[src/rtl/ps2_host_tx.sv]
// ps2_host_tx: PS/2 host-to-device command transmitter with request-to-send, ACK check and timeout
module ps2_host_tx #(
   parameter int INHIBIT_CYCLES = 5000,
   parameter int REQ_CYCLES     = 50,
   parameter int TIMEOUT_CYCLES = 1000000
) (
   input  logic       clock,
   input  logic       resetn,
   input  logic [7:0] tx_data_i,
   input  logic       tx_start_i,
   input  logic       ps2c_i,
   input  logic       ps2d_i,
   output logic       ps2c_oe_o,
   output logic       ps2d_oe_o,
   output logic       busy_o,
   output logic       done_o,
   output logic       error_o
);
   localparam int MAX_IR = INHIBIT_CYCLES > REQ_CYCLES ? INHIBIT_CYCLES : REQ_CYCLES;
   localparam int MAX_C  = MAX_IR > TIMEOUT_CYCLES ? MAX_IR : TIMEOUT_CYCLES;
   localparam int CW     = $clog2(MAX_C + 1);

   typedef enum logic [2:0] {IDLE, INHIBIT, REQ, SEND, ACK, WAIT_IDLE, FIN, FAIL} state_t;

   state_t          state_q;
   logic [1:0]      c_sync_q, d_sync_q;
   logic            c_prev_q;
   logic [7:0]      data_q;
   logic [3:0]      idx_q;
   logic [CW-1:0]   cnt_q;
   logic            fall_d, bit_d, timeout_d;

   // Two-flop synchronizers on both pins; idle bus level is high
   always_ff @(posedge clock) begin
      if (!resetn) begin
         c_sync_q <= 2'b11;
         d_sync_q <= 2'b11;
         c_prev_q <= 1'b1;
      end else begin
         c_sync_q <= {c_sync_q[0], ps2c_i};
         d_sync_q <= {d_sync_q[0], ps2d_i};
         c_prev_q <= c_sync_q[1];
      end
   end

   // Device falling edge, bit to present next (data, odd parity, stop) and timeout hit
   always_comb begin
      fall_d    = c_prev_q & ~c_sync_q[1];
      bit_d     = idx_q < 4'd8 ? data_q[idx_q[2:0]] : idx_q == 4'd8 ? ~^data_q : 1'b1;
      timeout_d = cnt_q == CW'(TIMEOUT_CYCLES - 1);
   end

   // Transfer sequencer with registered line drives and status
   always_ff @(posedge clock) begin
      if (!resetn) begin
         state_q   <= IDLE;
         ps2c_oe_o <= 1'b0;
         ps2d_oe_o <= 1'b0;
         busy_o    <= 1'b0;
         done_o    <= 1'b0;
         error_o   <= 1'b0;
         data_q    <= 8'h00;
         idx_q     <= 4'd0;
         cnt_q     <= '0;
      end else begin
         done_o <= 1'b0;
         case (state_q)
            IDLE: if (tx_start_i) begin
               data_q    <= tx_data_i;
               busy_o    <= 1'b1;
               error_o   <= 1'b0;
               ps2c_oe_o <= 1'b1;
               ps2d_oe_o <= 1'b0;
               cnt_q     <= '0;
               state_q   <= INHIBIT;
            end
            INHIBIT: begin
               cnt_q <= cnt_q + CW'(1);
               if (cnt_q == CW'(INHIBIT_CYCLES - 1)) begin
                  cnt_q     <= '0;
                  ps2d_oe_o <= 1'b1;
                  state_q   <= REQ;
               end
            end
            REQ: begin
               cnt_q <= cnt_q + CW'(1);
               if (cnt_q == CW'(REQ_CYCLES - 1)) begin
                  cnt_q     <= '0;
                  idx_q     <= 4'd0;
                  ps2c_oe_o <= 1'b0;
                  state_q   <= SEND;
               end
            end
            SEND, ACK, WAIT_IDLE: begin
               cnt_q <= cnt_q + CW'(1);
               if (timeout_d || (state_q == ACK && fall_d && d_sync_q[1])) begin
                  ps2c_oe_o <= 1'b0;
                  ps2d_oe_o <= 1'b0;
                  done_o    <= 1'b1;
                  error_o   <= 1'b1;
                  state_q   <= FAIL;
               end else if (state_q == SEND && fall_d) begin
                  ps2d_oe_o <= ~bit_d;
                  idx_q     <= idx_q + 4'd1;
                  if (idx_q == 4'd9) state_q <= ACK;
               end else if (state_q == ACK && fall_d) begin
                  state_q <= WAIT_IDLE;
               end else if (state_q == WAIT_IDLE && c_sync_q[1] && d_sync_q[1]) begin
                  done_o  <= 1'b1;
                  error_o <= 1'b0;
                  state_q <= FIN;
               end
            end
            FIN: begin
               busy_o  <= 1'b0;
               state_q <= IDLE;
            end
            FAIL: begin
               busy_o  <= 1'b0;
               state_q <= IDLE;
            end
            default: state_q <= IDLE;
         endcase
      end
   end
endmodule

[config.mk]
export PLATFORM = sky130hd
export DESIGN_NAME = ps2_host_tx
export DESIGN_NICKNAME = d
export VERILOG_FILES = /design/src/rtl/ps2_host_tx.sv
export SDC_FILE = /design/constraint.sdc
export NUM_CORES = 1
export LEC_CHECK = 0
export BUFFER_PORTS_ARGS = -buffer_cell sky130_fd_sc_hd__buf_2
export CAP_MARGIN = 20
export CORE_UTILIZATION = 30
export CTS_BUF_LIST = sky130_fd_sc_hd__clkbuf_16
export CTS_CLUSTER_SIZE = 12
export DETAILED_ROUTE_END_ITERATION = 10
export PLACE_DENSITY = 0.54
export SLEW_MARGIN = 20
export SYNTH_ARGS = -nofsm -noshare
export SYNTH_HDL_FRONTEND = slang
export SYNTH_SLANG_ARGS = --single-unit
[constraint.sdc]
create_clock -name clock -period 1.79 [get_ports clock]
set_input_delay 0.179 -clock clock [delete_from_list [all_inputs] [get_ports clock]]
set_output_delay 0.179 -clock clock [all_outputs]
set_load 0.02 [all_outputs]
### Yosys cells after proc, flatten, opt, wreduce, memory -nomap -nowiden

Cells that the tools add are included.

* reductions and logical operators: 25
* mux-type cells: 40
* $lt $le $gt $ge: 2
* equal/unequal tests: 24
* bitwise logic cells: 3
* add/subtract/negate cells: 2

Operator list (count)
* 20-bit case mux with 4 select lines: 1
* 20-bit 2-to-1 mux: 3
* 3-bit 2-to-1 mux: 8
* 20-bit by 1-bit adder with 20-bit output (second input constant): 1
* 20-bit by 13-bit == test with 1-bit output (second input constant): 1
* 20-bit == test (second input constant): 1
* 20-bit by 6-bit == test with 1-bit output (second input constant): 1
* 1-bit 2-to-1 mux: 18
* 3-bit case mux with 5 select lines: 1
* 3-bit == test (second input constant): 4
* 4-bit 2-to-1 mux: 3
* 2-bit inequality test (second input constant): 6
* 3-bit inequality test (second input constant): 4
* 4-bit AND reduction: 3
* 5-bit AND reduction: 2
* 4-bit == test (second input constant): 2
* 4-bit case mux with 2 select lines: 1
* 2-bit AND reduction: 4
* 8-bit XNOR reduction: 1
* 3-bit by 2-bit == test with 1-bit output (second input constant): 2
* 1-bit case mux with 3 select lines: 2
* 2-bit nonzero test: 3
* 3-bit nonzero test: 2
* 1-bit logical AND: 5
* 15 further kinds: 17

* input port bits: 13
* logic and storage cells: 108
* output and inout bits: 5
* register bits after elaboration: 45

### Depth between registers and ports, before layout

Gate-level depths: netlist of the first run.

* word-level depth: 8
* depth in mapped cells: 9
* gate-level depth less buffers: 8

### Worst setup path before layout of the first run

No wires, ideal clock.

* path type: flip-flop to flip-flop
* start: register cnt_q[10]
* end: register cnt_q[0]
* data required time: 1675 ps
* clock period less this slack: 1923 ps
* library setup time: 115 ps
* slack: -133 ps
* path buffers: 3
* arrival time: 1808 ps
* stages on the path, launching flop included: 10
* path through: dfxtp_1 -> buf_6 -> nor4_2 -> and3b_1 -> buf_6 -> a21oi_2 -> a211o_4 -> o21ai_4 -> buf_6 -> nor2_1

* word-level cells in the longest chain between the ends: 3
* elaborated cells between the ends (all ways): 5
* those cells by class: eq/ne: 2; mux: 3

RTL lines
* start: declaration: line 30 `logic [CW-1:0] cnt_q;`
* start signal: assignment: line 78 `cnt_q <= cnt_q + CW'(1);`
* start signal: assignment: line 86 `cnt_q <= cnt_q + CW'(1);`
* start signal: assignment: line 95 `cnt_q <= cnt_q + CW'(1);`
* 20-bit by 6-bit == test with 1-bit output / 20-bit by 13-bit == test with 1-bit output (equally long branches): line 87, 79
* 20-bit 2-to-1 mux, on equally long branches: line 87, 79
* 20-bit case mux with 4 select lines *: line 67 `case (state_q)`

Mark *: on every way between the ends. The rest lies on a longest branch, timed or not.
A chain may end at the register's enable or synchronous reset.

### Final worst setup path of the first run

* start: register cnt_q[16]
* end: register cnt_q[12]

The elaborated chain is that of the path after synthesis.

==> flow_metrics.tcl, run 1 <==
set metrics [dict create \
    rows 32 \
    design_area_sq_mm 0.00337 \
    die_w_um 92.0 \
    synthDistinctLibCells 51 \
    hold_path_depth 2 \
    crit_buf_inv 1 \
    synth_ff_type "dfxtp_1" \
    synth_top_area_share 0.371 \
    cts_root_buffer "clkbuf_16" \
    final_common_cell "buf_4" \
    finalSetupViolations 19 \
    track_usage 0.152 \
    clock_skew_ps 6.54 \
    worst-r2r-setup-slack_ps -70 \
    cpMaxStageDelayCell "a211o_4" \
    r2r_end "cnt_q[12]" \
    clk_pin_slew_worst_paths_ps 60 \
    avgSynthCellArea_sq_um 8.35 \
    yosys_warnings 0 \
    wirelength_mm 6.16 \
    dp_hpwl_mm 4.64 \
    busiest_layer "met2" \
    cp_top_family "simple AND/OR/NAND/NOR gates" \
    power.share.clock 0.259 \
    synth.ff_latch_count 45 \
    drc 0 \
    drt-vias-per-instance 4.94 \
    vias 2277 \
    tns_ps -578 \
    first_pass_iters 4 \
    syn_inst 291 \
    drtIter0Drc 134 \
    placed_area_sq_mm 0.00298 \
    worst_r2r_path_depth 7 \
    use_met1 0.197 \
    synth_nets 309 \
    p_sw_uw 1440 \
    cts_htree_levels 2 \
    critical-path-max-stage-delay_ps 370 \
    start_kind "flop" \
    min_to "c_sync_q[0]" \
    tritoncts "yes" \
    violations "setup timing" \
    worstPathCellList "nor4_4 > and2_4 > nand4_4 > a211o_4 > buf_12 > a32oi_1 > a21oi_1" \
    tightest_slew_ps 619 \
    drive_gt1_frac 0.365 \
    dp_slack_ps -211 \
    dieArea_sq_mm 0.00847 \
    fmax_ghz 0.536 \
    comb_power_share 0.443 \
    antenna_found_initial 0 \
    grt_pass1_wl_mm 10.2 \
    grt_overflow_total 0 \
    antenna_cells 0 \
    clock_latency_ps 290 \
    synth_edf_count 0 \
    leakage_uw 0.00133 \
    hold_class "primary input to flop" \
    slew_headroom 0.587 \
    grt.met3_usage 0.0332 \
    cts_made_buffers 5 \
    setup_ws_ps -74.0 \
    ir_drop_uv 667 \
    ant_nets 0 \
    switching_share 0.355 \
    synthArstFlopShare 0 \
    design.core.area_sq_mm 0.00777 \
    critPathCaptureType "flop" \
    ctsHoldBuffers 0 \
    area_growth_pct 38.7 \
    ff_latch_area_sq_um 918 \
    slew_violations 0 \
    port_buffers 17 \
    reg2reg_from "cnt_q[16]" \
    fin_crit_sh 1.04 \
    cp_data_arrival_time_ps 2040 \
    fillers 781 \
    crit_fanout 7 \
    grt_max_degree 18 \
    nNetsFinal 376 \
    die_h_um 92.0 \
    seq_power_share 0.298 \
    first_global_vias 2126 \
    power.density_mw_per_mm2 1200 \
    routedWlPerCell_um 13.4 \
    synth_area_leader_cell "dfxtp_1" \
    io_pins 18 \
    cts_sinks 45 \
    status "complete, but fails checks" \
    syn_area_sq_mm 0.00243 \
    intPower_uw 2620 \
    ys_seq_area_frac 0.371 \
    multi_input_area_sq_mm 0.00162 \
    path_class "flop to flop" \
    clockBufferDepth 2 \
    rsz0062_at_grt "yes" \
    synth_area_leaders "dfxtp_1 (37%), nand2_1 (6.3%), nor2_1 (5.4%)" \
    final_cell_mix "buf_4 (47), nand2_1 (40), dfxtp_1 (35)" \
    start_util 0.313 \
    hp-start "ps2c_i" \
    gp_congestion 0.807 \
    fin_crit_ps 1860 \
    cap_violations 0 \
    cp.required_ps 1960 \
    finalHoldViolCount 0 \
    grt_use_met2 0.251 \
]
-- synth_stat cells (2+ instances only) --
cell type	number
nand2b_1	9
xor2_1	13
nor4_1	2
nand2_1	41
a311oi_1	2
a31oi_1	3
a21oi_1	24
nor3_1	2
o211a_1	2
and2_1	3
nor3b_1	2
dfxtp_1	45
xnor2_1	12
inv_1	6
o21ai_0	9
nand3b_1	2
mux4_2	2
clkbuf_1	5
ha_1	5
nor2b_1	4
nand4b_1	2
a211oi_1	5
nand3_1	8
buf_6	3
o31ai_1	3
nor4_2	2
buf_2	2
and4_2	2
nand4_1	9
nor2_1	35
and3_1	7
-- cells by family (layout without fill, tap and decap cells) --
logic type	after synthesis	count (layout)	share of synthesized area
simple gates	139	139	0.298
compound gates	59	59	0.162
flops	45	45	0.371
xor+xnor	25	25	0.0901
buf+inv	16	84	0.0350
fa+ha+maj	5	5	0.0257
mux	2	2	0.0185
-- power by group through the flow --
stage	combinational, uW	clock (uW)	sequential (uW)
after floorplan	975	0	1250
after global routing	1960	1120	1230
after global placement	1540	0	1220
after detailed placement	1560	0	1230
final	1800	1050	1210
after CTS	1670	1070	1210
-- worst max-delay path by stage --
stage                          from   endpoint  slack, ps  cells after the start
after detailed placement  cnt_q[15]  ps2d_oe_o       -210                      6
after floorplan           cnt_q[18]   cnt_q[0]        -20                      7
final                     cnt_q[16]  cnt_q[12]        -70                      7
after CTS                 cnt_q[11]  cnt_q[12]        -70                      7
after global placement    cnt_q[15]  ps2d_oe_o       -210                      6
after global routing      cnt_q[10]  cnt_q[12]       -120                      7
-- final cells by class --
| type | count | area share |
|---|---|---|
| Clock buffer | 5 | 0.0371 |
| Clock inverter | 3 | 0.0126 |
| Inverter | 6 | 0.00668 |
| Multi-Input combinational cell | 230 | 0.481 |
| Sequential cell | 45 | 0.272 |
| Tap cell | 102 | 0.0378 |
| Timing Repair Buffer | 70 | 0.153 |
-- layer usage --
layer  up-vias  routed length (um)
li1       1164                   -
met1      1072                2920
met2        34                2940
met3         7                 209
met4         0                  90
met5         -                   0
-- state kept, by name, summed over array words and instances (netlist names) --
| signal | flops |
|---|---|
| c_prev_q | 1 |
| cnt_q | 20 |
| c_sync_q | 2 |
| error_o | 1 |
| data_q | 8 |
| ps2c_oe_o | 1 |
| state_q | 3 |
| ps2d_oe_o | 1 |
| d_sync_q | 2 |
| busy_o | 1 |
| idx_q | 4 |
| done_o | 1 |
-- per-stage QoR --
stage          total power [uW]  instances  hold slack (ps)   util
2_1_floorplan              2230        291              252      -
3_3_place_gp               2770        448              361  0.384
3_5_place_dp               2790        448              369  0.384
4_1_cts                    3950        458             71.5  0.420
5_1_grt                    4310        461             81.1  0.434
6_report                   4060        461             74.6  0.434
-- repair_timing --
action	4_1_cts	5_1_grt
setup endpoints to repair	28	28
gates resized for setup	26	23
pin swaps	6	18
setup buffers	2	3
(Power assumes the default switching activity.)
==> inputs of run 2 (changes only) <==
--- a/config.mk
+++ b/config.mk
@@ -11,7 +11,7 @@
 export CTS_BUF_LIST = sky130_fd_sc_hd__clkbuf_16
 export CTS_CLUSTER_SIZE = 12
 export DETAILED_ROUTE_END_ITERATION = 10
-export PLACE_DENSITY = 0.54
+export PLACE_DENSITY = 0.5
 export SLEW_MARGIN = 20
 export SYNTH_ARGS = -nofsm -noshare
 export SYNTH_HDL_FRONTEND = slang
==> flow_metrics.tcl, run 2 (same netlist as run 1, synthesis figures left out) <==
set metrics [dict create \
    clockBufferDepth 2 \
    crit_fanout 7 \
    finalSetupViolations 19 \
    io_pins 18 \
    slew_headroom 0.622 \
    dp_hpwl_mm 4.65 \
    die_w_um 92.0 \
    ir_drop_uv 500 \
    cpMaxStageDelayCell "a211o_4" \
    power.density_mw_per_mm2 1160 \
    area_growth_pct 38.7 \
    final_core_util 0.434 \
    start_kind "flop" \
    fmax_ghz 0.548 \
    cts_root_buffer "clkbuf_16" \
    rsz0062_at_grt "yes" \
    drc 0 \
    clock_skew_ps 11.1 \
    final_cell_mix "buf_4 (53), nand2_1 (41), dfxtp_1 (36)" \
    largest_reg_flops 20 \
    critPathCaptureType "flop" \
    gp_congestion 0.838 \
    tightest_slew_ps 567 \
    fillers 790 \
    cts_made_buffers 5 \
    clk_pin_slew_worst_paths_ps 60 \
    tritoncts "yes" \
    wirelength_mm 6.31 \
    worstPathCellList "nor4_4 > and2_4 > nand4_4 > a211o_4 > buf_12 > a32oi_2 > a21oi_1" \
    finalPower_uw 3890 \
    antenna_found_initial 0 \
    top_regs "cnt_q (20), data_q (8), idx_q (4)" \
    antenna_cells 0 \
    cts_sinks 45 \
    grt_pass1_wl_mm 10.7 \
    routedWlPerCell_um 13.5 \
    leakage_uw 0.00134 \
    die_h_um 92.0 \
    nNetsFinal 381 \
    path_class "flop to flop" \
    first_global_vias 2258 \
    fin_crit_ps 1820 \
    crit_buf_inv 1 \
    clock_latency_ps 290 \
    cp_top_family "simple AND/OR/NAND/NOR gates" \
    start_util 0.313 \
    cap_violations 0 \
    status "complete, but fails checks" \
    rows 32 \
    hold_class "primary input to flop" \
    ant_nets 0 \
    critical-path-max-stage-delay_ps 370 \
    drive_gt1_frac 0.346 \
    setup_ws_ps -33.7 \
    regMostFlops "cnt_q" \
    tns_ps -302 \
    grt_max_degree 20 \
    port_buffers 17 \
    cp.required_ps 1960 \
    design.core.area_sq_mm 0.00777 \
    slew_violations 0 \
    final_common_cell "buf_4" \
    cp_data_arrival_time_ps 1990 \
    grt_overflow_total 0 \
    first_pass_iters 4 \
    dieArea_sq_mm 0.00847 \
    finalHoldViolCount 0 \
    violations "setup timing" \
    dp_slack_ps -151 \
    cts_htree_levels 2 \
    drtIter0Drc 81 \
    vias 2272 \
    drt-vias-per-instance 4.88 \
    track_usage 0.161 \
    fin_crit_sh 1.02 \
]
==> run 2: where the power goes <==
group	switching, uW	leakage, uW	total, uW	internal (uW)
logic	908	0.000900	1750	843
registers	108	0.000371	1230	1120
clock network	403	0.0000712	915	513
==> run 2: what timing repair did <==
item | CTS | global route
buffers inserted | 2 | 0
endpoints found under the setup margin | 29 | 29
gates cloned | 0 | 0
hold buffers | 0 | 0
pin swaps | 7 | 5
resized for setup | 18 | 14
==> run 2: final cells by class <==
cell class | count | area, sq um | area share
multi-input cells | 230 | 1600 | 0.475
flip-flops and latches | 45 | 912 | 0.271
repair buffers | 75 | 566 | 0.168
well taps | 102 | 128 | 0.0379
clock buffers | 5 | 125 | 0.0371
inverters | 6 | 22.5 | 0.00668
clock inverters | 3 | 17.5 | 0.00520
==> run 2: path summary, 6_finish.rpt <==
path,from,end,slack [ps],cells past startpoint
max,cnt_q[16],cnt_q[12],-30,7
min,ps2c_i,c_sync_q[0],70,2
max reg2reg,cnt_q[16],cnt_q[12],-30,7
min reg2reg,d_sync_q[0],d_sync_q[1],410,1
==> run 2: metal layers <==
| metal | vias to the layer above | track usage | share of wire |
|---|---|---|---|
| met5 | - | 0 | 0 |
| met4 | 0 | 0.0677 | 0.017 |
| met3 | 9 | 0.0332 | 0.027 |
| met2 | 35 | 0.259 | 0.47 |
| met1 | 1051 | 0.208 | 0.49 |
| li1 | 1177 | - | - |
==> run 2: metrics by stage <==
stage          area [sq um]  instances  hold slack [ps]
2_1_floorplan          2460        291              252
3_3_place_gp           3070        456              361
3_5_place_dp           3070        456              370
4_1_cts                3310        466             72.3
5_1_grt                3370        466             82.6
6_report               3370        466             72.0
==> inputs of run 3 (changes only) <==
--- a/config.mk
+++ b/config.mk
@@ -5,6 +5,7 @@
 export SDC_FILE = /design/constraint.sdc
 export NUM_CORES = 1
 export LEC_CHECK = 0
+export ABC_AREA = 1
 export BUFFER_PORTS_ARGS = -buffer_cell sky130_fd_sc_hd__buf_2
 export CAP_MARGIN = 20
 export CORE_UTILIZATION = 30
==> flow_metrics.tcl, run 3 <==
set metrics [dict create \
    cp.required_ps 1970 \
    rows 34 \
    die_h_um 97.5 \
    wl_met1_mm 3.27 \
    fin_crit_sh 0.938 \
    synth_nets 445 \
    final_core_util 0.366 \
    drtIter0Drc 221 \
    grt_overflow_total 0 \
    clock_skew_ps 3.97 \
    crit_fanout 8 \
    crit_buf_inv 2 \
    dr_wl_met2_mm 3.05 \
    hold_path_depth 2 \
    ctsHoldBuffers 0 \
    cap_violations 0 \
    design.core.area_sq_mm 0.00876 \
    dieArea_sq_mm 0.00951 \
    cp_data_arrival_time_ps 1860 \
    dp_cells 556 \
    port_buffers 17 \
    gp_congestion 0.867 \
    ys_seq_area_frac 0.329 \
    fmax_ghz 0.595 \
    yosys_warnings 0 \
    yosysMostFrequentCell "nand2_1" \
    io_pins 18 \
    cp_top_family "simple AND/OR/NAND/NOR gates" \
    synth_commonest_cells "nand2_1 (110), inv_1 (61), nor2_1 (51), dfxtp_1 (45), nand3_1 (37)" \
    top_layer "met4" \
    vias 2676 \
    cts_root_buffer "clkbuf_16" \
    dp_hpwl_mm 5.11 \
    synth_edf_count 0 \
    multi_input_area_sq_mm 0.00159 \
    clock_latency_ps 280 \
    cpMaxStageDelayCell "dfxtp_2" \
    synth_top_area_share 0.329 \
    path_class "flop to flop" \
    ff_latch_area_sq_um 907 \
    syn_area_sq_mm 0.00274 \
    syn_inst 427 \
    clockBufferDepth 2 \
    synth.ff_latch_count 45 \
    cts_made_buffers 5 \
    drive_gt1_frac 0.201 \
    design_area_sq_mm 0.00320 \
    drt-vias-per-instance 4.74 \
    start_util 0.312 \
    clk_pin_slew_worst_paths_ps 60 \
    cpMostUsedCell "nand3_1" \
    nNetsFinal 475 \
    critical-path-max-stage-delay_ps 350 \
    power.density_mw_per_mm2 1160 \
    grt_pass1_wl_mm 11.8 \
    final-instance-count-excl-fill 565 \
    placed_area_sq_mm 0.00299 \
    ir_drop_uv 407 \
    ant_nets 0 \
    fin_crit_ps 1680 \
    drc 0 \
    top_regs "cnt_q (20), data_q (8), idx_q (4)" \
    synth_area_leaders "dfxtp_1 (33%), nand2_1 (15%), inv_1 (8.4%)" \
    synthDistinctLibCells 31 \
    wl_met3_um 326 \
    status "completed" \
    worstPathCellList "ha_2 > nand3_1 > nor3_2 > nand3_2 > nand2_4 > nand4_1 > nand2_2 > inv_4 > nand3_1 > inv_1" \
    first_global_vias 2561 \
    worst_r2r_path_depth 10 \
    slew_headroom 0.699 \
    final_common_cell "nand2_1" \
    tritoncts "yes" \
    antenna_found_initial 0 \
    cp.depth 10 \
    routedWlPerCell_um 11.9 \
    finalSetupViolations 0 \
    first_pass_iters 4 \
    holdWs_ps 82.5 \
    grt_max_degree 19 \
    fillers 991 \
    leakage_uw 0.00150 \
    final_cell_mix "nand2_1 (108), inv_1 (61), nor2_1 (48)" \
    track_usage 0.151 \
    regMostFlops "cnt_q" \
    avgSynthCellArea_sq_um 6.41 \
    cts_sinks 45 \
    wirelength_mm 6.71 \
    slew_violations 0 \
    antenna_cells 0 \
    setup_ws_ps 111 \
    tightest_slew_ps 451 \
    cts_htree_levels 2 \
    synthArstFlopShare 0 \
    largest_reg_flops 20 \
    finalHoldViolCount 0 \
    rsz0062_at_grt "yes" \
    synth_area_leader_cell "dfxtp_1" \
    dp_slack_ps -24.8 \
    start_kind "flop" \
    critPathCaptureType "flop" \
    area_growth_pct 17.1 \
    synth_ff_type "dfxtp_1" \
    hold_class "primary input to flop" \
    die_w_um 97.5 \
]
==> run 3: cell count changes in the layout (fill, tap and decap cells not counted), moves of 9 or more <==
cell and change:
buf_4 -42, inv_1 +55, inv_2 +9, nand2_1 +67, nand2b_1 -9, nand3_1 +28, nor2_1 +16, o21ai_0 +14
xnor2_1 -11
==> run 3: worst reg2reg max path: stages, from the launching register on <==
cell and delay, ps:
dfxtp_2 350, ha_2 190, nand3_1 110, nor3_2 160, nand3_2 120, nand2_4 90
nand4_1 150, nand2_2 170, inv_4 90, nand3_1 90, inv_1 50
==> run 3: area by class of cell <==
class / count / share of cell area
clock buffers: 5 / 0.0390
clock inverters: 2 / 0.00234
inverters: 70 / 0.0828
multi-input cells: 306 / 0.495
flip-flops and latches: 45 / 0.283
well taps: 108 / 0.0422
repair buffers: 29 / 0.0558
==> run 3: cells by family (layout without fill, tap and decap cells) <==
| logic type | count (synthesis) | in the layout | synth area share |
|---|---|---|---|
| and+or+nand+nor | 246 | 246 | 0.419 |
| buffers and inverters | 76 | 106 | 0.110 |
| AOI/OAI and AO/OA | 49 | 49 | 0.100 |
| DFF | 45 | 45 | 0.329 |
| xor gates and xnor gates | 6 | 6 | 0.0192 |
| adders and majority gates | 5 | 5 | 0.0229 |
==> run 3: routing by layer <==
| metal | track usage | up-vias |
|---|---|---|
| met5 | 0 | - |
| met4 | 0.0396 | 0 |
| met2 | 0.256 | 63 |
| met1 | 0.197 | 1205 |
| met3 | 0.0252 | 4 |
| li1 | - | 1404 |
==> run 3: through the flow <==
step                      TNS [ps]  total power [uW]
after floorplan                  0              2440
after global placement       -32.2              2840
after detailed placement      -121              2850
after CTS                        0              3730
after global routing          -170              4050
final                            0              3720
==> run 3: final timing paths <==
check / start / end / slack, ps
max reg2reg: cnt_q[0] / cnt_q[6] / 110
min reg2reg: d_sync_q[0] / d_sync_q[1] / 410
min: ps2c_i / c_sync_q[0] / 80
max: cnt_q[0] / cnt_q[6] / 110
==> run 3: what timing repair did <==
action / in CTS / in global routing
pin swaps: 0 / 3
gates resized for setup: 2 / 19
setup buffers: 0 / 2
endpoints found under the setup margin: 18 / 26
==> run 3: where the power goes <==
| group | leakage, uW | switching, uW | total (uW) | internal (uW) |
|---|---|---|---|---|
| combinational | 0.00107 | 1050 | 1620 | 569 |
| clock | 0.0000685 | 356 | 855 | 500 |
| sequential | 0.000369 | 103 | 1240 | 1140 |
| total | 0.00150 | 1510 | 3720 | 2210 |
